===== config.mk =====
export PLATFORM = sky130hd
export DESIGN_NAME = card_click_mapper
export DESIGN_NICKNAME = d
export VERILOG_FILES = /design/src/rtl/card_click_mapper.sv
export SDC_FILE = /design/constraint.sdc
export NUM_CORES = 1
export LEC_CHECK = 0
export CORE_MARGIN = 2
export CORE_UTILIZATION = 48
export CTS_BUF_LIST = sky130_fd_sc_hd__clkbuf_8
export DETAILED_ROUTE_END_ITERATION = 12
export GPL_TIMING_DRIVEN = 1
export PLACE_DENSITY = 0.89
export SYNTH_ARGS = -nofsm -noshare
export SYNTH_HDL_FRONTEND = slang
export SYNTH_SLANG_ARGS = --single-unit

===== constraint.sdc =====
create_clock -name clock -period 2.2 [get_ports clock]
set_clock_uncertainty 0.15 [all_clocks]
set_input_delay 0.66 -clock clock [delete_from_list [all_inputs] [get_ports clock]]
set_output_delay 0.66 -clock clock [all_outputs]
set_load 0.02 [all_outputs]

===== src/rtl/card_click_mapper.sv =====
// card_click_mapper
// Turns a left-button press at a pixel position into a card grid hit or a miss.
// A press is latched in IDLE. The SCAN state then walks the latched offset down one
// pitch per cycle on both axes at once, until the offset lies inside a single card
// cell. A hit is offered on card_* with a valid/ack handshake. A press in a gap or
// outside the grid gives a one-cycle click_miss pulse. After every press the FSM
// waits for the button to be released, so one press reports at most one card.

module card_click_mapper #(
   parameter int COLS     = 4,
   parameter int ROWS     = 4,
   parameter int ORIGIN_X = 64,
   parameter int ORIGIN_Y = 48,
   parameter int CELL_W   = 112,
   parameter int CELL_H   = 88,
   parameter int GAP      = 16,
   localparam int CW      = (COLS > 1) ? $clog2(COLS) : 1,
   localparam int RW      = (ROWS > 1) ? $clog2(ROWS) : 1,
   localparam int IW      = (COLS * ROWS > 1) ? $clog2(COLS * ROWS) : 1
) (
   input  logic          clock,
   input  logic          resetn,
   input  logic [9:0]    mouse_x,
   input  logic [8:0]    mouse_y,
   input  logic          left_button,
   input  logic          enable,
   input  logic          card_ack,
   output logic          card_valid,
   output logic [IW-1:0] card_index,
   output logic [RW-1:0] card_row,
   output logic [CW-1:0] card_col,
   output logic          click_miss,
   output logic          busy
);

   // Geometry constants. All offset arithmetic is unsigned and 10 bits wide.
   localparam logic [9:0]    PITCH_X  = 10'(CELL_W + GAP);
   localparam logic [9:0]    PITCH_Y  = 10'(CELL_H + GAP);
   localparam logic [9:0]    ORG_X    = 10'(ORIGIN_X);
   localparam logic [9:0]    ORG_Y    = 10'(ORIGIN_Y);
   localparam logic [9:0]    WIDTH_X  = 10'(CELL_W);
   localparam logic [9:0]    HEIGHT_Y = 10'(CELL_H);
   localparam logic [CW-1:0] COL_LAST = CW'(COLS - 1);
   localparam logic [RW-1:0] ROW_LAST = RW'(ROWS - 1);

   typedef enum logic [1:0] {
      IDLE,
      SCAN,
      HOLD,
      WAIT_REL
   } state_t;

   state_t        state;
   state_t        next_state;

   logic          btn_q;
   logic [9:0]    rem_x;
   logic [9:0]    rem_y;
   logic [CW-1:0] col;
   logic [RW-1:0] row;

   logic          press;
   logic          x_over;
   logic          y_over;
   logic          beyond_grid;
   logic          in_cell;
   logic          outside_origin;
   logic          do_latch;
   logic          do_step_x;
   logic          do_step_y;
   logic          set_hit;
   logic          set_miss;
   logic [IW-1:0] index_calc;

   // A press is a rising edge of the button. It only counts while the game is waiting for input.
   assign press          = left_button & ~btn_q & enable;
   assign outside_origin = (mouse_x < ORG_X) || ({1'b0, mouse_y} < ORG_Y);
   assign x_over         = (rem_x >= PITCH_X);
   assign y_over         = (rem_y >= PITCH_Y);
   assign beyond_grid    = (x_over && (col == COL_LAST)) || (y_over && (row == ROW_LAST));
   assign in_cell        = (rem_x < WIDTH_X) && (rem_y < HEIGHT_Y);
   assign index_calc     = IW'(row) * IW'(COLS) + IW'(col);
   assign busy           = (state != IDLE);

   // State register. An asynchronous reset drops any scan or pending card immediately.
   always_ff @(posedge clock or negedge resetn) begin
      if (!resetn) begin
         state <= IDLE;
      end else begin
         state <= next_state;
      end
   end

   // Next-state logic and the control strobes that drive the datapath.
   always_comb begin
      next_state = state;
      do_latch   = 1'b0;
      do_step_x  = 1'b0;
      do_step_y  = 1'b0;
      set_hit    = 1'b0;
      set_miss   = 1'b0;
      case (state)
         IDLE: begin
            if (press) begin
               if (outside_origin) begin
                  set_miss   = 1'b1;
                  next_state = WAIT_REL;
               end else begin
                  do_latch   = 1'b1;
                  next_state = SCAN;
               end
            end
         end
         SCAN: begin
            if (beyond_grid) begin
               set_miss   = 1'b1;
               next_state = WAIT_REL;
            end else if (x_over || y_over) begin
               do_step_x = x_over;
               do_step_y = y_over;
            end else if (in_cell) begin
               set_hit    = 1'b1;
               next_state = HOLD;
            end else begin
               set_miss   = 1'b1;
               next_state = WAIT_REL;
            end
         end
         HOLD: begin
            if (card_ack) begin
               next_state = WAIT_REL;
            end
         end
         WAIT_REL: begin
            if (!left_button) begin
               next_state = IDLE;
            end
         end
         default: begin
            next_state = IDLE;
         end
      endcase
   end

   // Button history. It is sampled every cycle so that a held button never looks like a new press.
   always_ff @(posedge clock or negedge resetn) begin
      if (!resetn) begin
         btn_q <= 1'b0;
      end else begin
         btn_q <= left_button;
      end
   end

   // Scan datapath: the offset is latched on a press, then reduced by one pitch per step.
   always_ff @(posedge clock or negedge resetn) begin
      if (!resetn) begin
         rem_x <= '0;
         rem_y <= '0;
         col   <= '0;
         row   <= '0;
      end else if (do_latch) begin
         rem_x <= mouse_x - ORG_X;
         rem_y <= {1'b0, mouse_y} - ORG_Y;
         col   <= '0;
         row   <= '0;
      end else begin
         if (do_step_x) begin
            rem_x <= rem_x - PITCH_X;
            col   <= col + CW'(1);
         end
         if (do_step_y) begin
            rem_y <= rem_y - PITCH_Y;
            row   <= row + RW'(1);
         end
      end
   end

   // Registered result outputs. card_* stay stable in HOLD; click_miss lasts a single cycle.
   always_ff @(posedge clock or negedge resetn) begin
      if (!resetn) begin
         card_valid <= 1'b0;
         card_index <= '0;
         card_row   <= '0;
         card_col   <= '0;
         click_miss <= 1'b0;
      end else begin
         click_miss <= set_miss;
         if (set_hit) begin
            card_valid <= 1'b1;
            card_index <= index_calc;
            card_row   <= row;
            card_col   <= col;
         end else if ((state == HOLD) && card_ack) begin
            card_valid <= 1'b0;
         end
      end
   end

endmodule


==> metrics.cfg <==
[finish]
fin_cells=285
multi_input_area_mm2=0.00110
regArea_um2=726
final_area_mm2=0.00266
fin_nets=272
syn2layout_area_growth_pct=51.0
antennaDiodeCount=0
fillerInstances=216
drive_gt1_share_pct=38.4

[pwr]
p_seq_share_pct=27.9
p_leak_nw=1.19
clockPowerShare_pct=11.9
peakVddDrop_mv=0.691
power_density_mw_per_mm2=1350
power_w=0.00361
switching_power_w=0.00150
swShare_pct=41.6
power.internal_w=0.00210
p_comb_share_pct=60.3

[cts]
worst_setup_hold_path_clk_slew_ns=0.06
clk_latency_ns=0.28
cts_buffers=5
htreeDepth=2
ctsHoldBuffers=0
tritoncts=built
clkSinkCount=29
clk_path_buf_depth=2
cts_root_buf=clkbuf_8

[logic_synthesis]
seq_area_frac_synth_pct=41.1
ys_top_cells_by_count=dfrtp_1, inv_1
async_flop_share_pct=100
synth_top_area_share_pct=41.1
synth_edf_count=0
netlist_instances=168
syn_area_per_cell_um2=10.5
synthesis.nets=203
yosysMostFrequentCell=dfrtp_1
ys.flop_type=dfrtp_1
yosysTopAreaCell=dfrtp_1
synth_area_leaders=dfrtp_1, ha_1, mux2_2
synth-warning-count=0
ys_ff_latch=29
ys_types=45
synthesis.area_mm2=0.00176

[route]
postRouteAntennaNets=0
wirelength_um=4860
routedWlPerCell_um=17.0
vias_per_cell=5.58
num_vias=1590
drt_iter0_markers=72
drc_errors=0
dr.pass1.iters=4

[job]
max_cap_viol_count=0

[placement]
gp_congestion=0.812
place_area_mm2=0.00234
pre_cts_ws_ns=-0.651
dp.final_hpwl_um=2950
io_buffer_count=30
placed_cells=270

[worst_setup_path]
cp_cell_sequence=inv_2 -> ha_4 -> or4b_4 -> o211a_4 -> buf_4 -> mux2i_2 -> a21oi_1 -> o21bai_4
critPathArrivalTime_ns=2.31
worstSetupPathType=reg2reg
critPathMaxStageDelay_ns=0.48
startpoint_type=flop
worst_setup_path_end_kind=flop
crit_required_ns=2.22
slowest_stage=or4b_4
path_max_fanout=6

[grt]
grt_pass1_vias=1685
grt_use_total_pct=25.2
grt_pass1_wl_um=7880
antenna_found_initial=0
grt-ovfl-total=0
grt_max_degree=30

[sta]
post-route-period-util_pct=104
worst_slew_pin_slew_ns=0.437
max_freq_mhz=436
slew_viol_final=0
grt_setup_unrepaired=true
hold_viol=0
final.setup.tns_ns=-0.428
slew_headroom_pct=70.8
worst_slack_ns=-0.0920
min_period_ns=2.29
setup_violations=10

[floorplan]
num_rows=22
io_pins=35
die_y_um=64.6
coreArea_mm2=0.00361
die_area_mm2=0.00418
initial_core_util_pct=48.9
die_x_um=64.6

[status]
violations=setup timing
outcome=complete, but fails checks

[worst_hold_path]
hold_class=reg2reg

[cells in the final DEF (no fill, tap or decap), types with 3 or more instances in the layout]
cell type	n
inv_1	14
nor2_1	11
a21oi_1	8
dlymetal6s2s_1	3
mux2_2	9
buf_6	6
o21ai_1	3
nand3_1	3
o21ai_0	3
nor4_4	3
xnor2_1	10
buf_4	34
o211ai_1	3
dfrtp_1	29
clkbuf_8	6
clkdlybuf4s50_1	23
ha_1	7
nand2_1	11
mux2i_1	4
[path summary, 6_finish.rpt]
check                                  startpoint  depth (start not counted)  slack, ns                   endpoint
max in group asynchronous                  resetn                          2       0.97  card_index[1]$_DFFE_PN0P_
max                          rem_y[4]$_DFFE_PN0P_                          8      -0.09       click_miss$_DFF_PN0_
min reg2reg                card_valid$_DFFE_PN0P_                          1       0.33     card_valid$_DFFE_PN0P_
min in group asynchronous                  resetn                          2       0.66       rem_y[4]$_DFFE_PN0P_
max reg2reg                  rem_y[4]$_DFFE_PN0P_                          8      -0.09       click_miss$_DFF_PN0_
min                        card_valid$_DFFE_PN0P_                          1       0.33     card_valid$_DFFE_PN0P_
[logic make-up (layout without fill, tap and decap cells)]
logic type      count (synthesis)  in the layout  synth area share (%)
compound gates                 34             34                  14.1
xor+xnor                       12             12                  5.96
fa+ha+maj                      11             11                  7.80
buf+inv                        23             92                  6.24
flops                          29             29                  41.1
mux                            15             15                  9.43
simple gates                   44             44                  15.3
[metal layers]
| metal | share of wire [%] | track usage (%) | vias up |
|---|---|---|---|
| li1 | - | - | 733 |
| met1 | 40 | 26.8 | 774 |
| met2 | 51 | 45.4 | 59 |
| met3 | 4.4 | 6.08 | 24 |
| met4 | 4.1 | 14.4 | 0 |
| met5 | 0 | 0 | - |
[timing repair]
action	in CTS	in global routing
pin swaps	11	17
cloned	1	0
gates resized for setup	19	30
buffers inserted	3	4
setup endpoints to repair	23	29
[worst max-delay path, delay by kind of cell, from the launching register on]
kind / cells / cell delay (ns)
AO/OA/AOI/OAI: 3 / 0.59
AND/OR/NAND/NOR: 1 / 0.48
flip-flops: 1 / 0.39
buffers and inverters: 2 / 0.25
multiplexers: 1 / 0.20
adder cells (fa/ha/maj): 1 / 0.12
[power groups by stage]
| stage | Clock (W) | Sequential (W) | Combinational (W) |
|---|---|---|---|
| global route | 0.000457 | 0.00103 | 0.00233 |
| CTS | 0.000435 | 0.000972 | 0.00189 |
| detailed placement | 0 | 0.000979 | 0.00168 |
| global placement | 0 | 0.000958 | 0.00160 |
| floorplan | 0 | 0.000993 | 0.00105 |
| finish | 0.000428 | 0.00100 | 0.00217 |
[through the flow]
stage                     utilization [%]  hold WS (ns)
after detailed placement             64.9         0.325
final                                73.9         0.331
after CTS                            70.2         0.338
after global placement               64.9         0.318
after floorplan                         -         0.214
after global routing                 73.9         0.363
[sequential cells by signal, indices dropped and copies added, names as in the netlist]
name,flops
click_miss,1
btn_q,1
rem_y,10
card_valid,1
col,2
row,2
state,2
card_index,4
rem_x,6
[area by class of cell]
class | count | area share (%)
multi-input cells | 116 | 41.2
flip-flops and latches | 29 | 27.2
repair buffers | 71 | 24.0
clock buffers | 6 | 3.10
well taps | 48 | 2.25
inverters | 14 | 1.97
clock inverters | 1 | 0.141
Note: power is estimated with default switching activity, not from simulation.
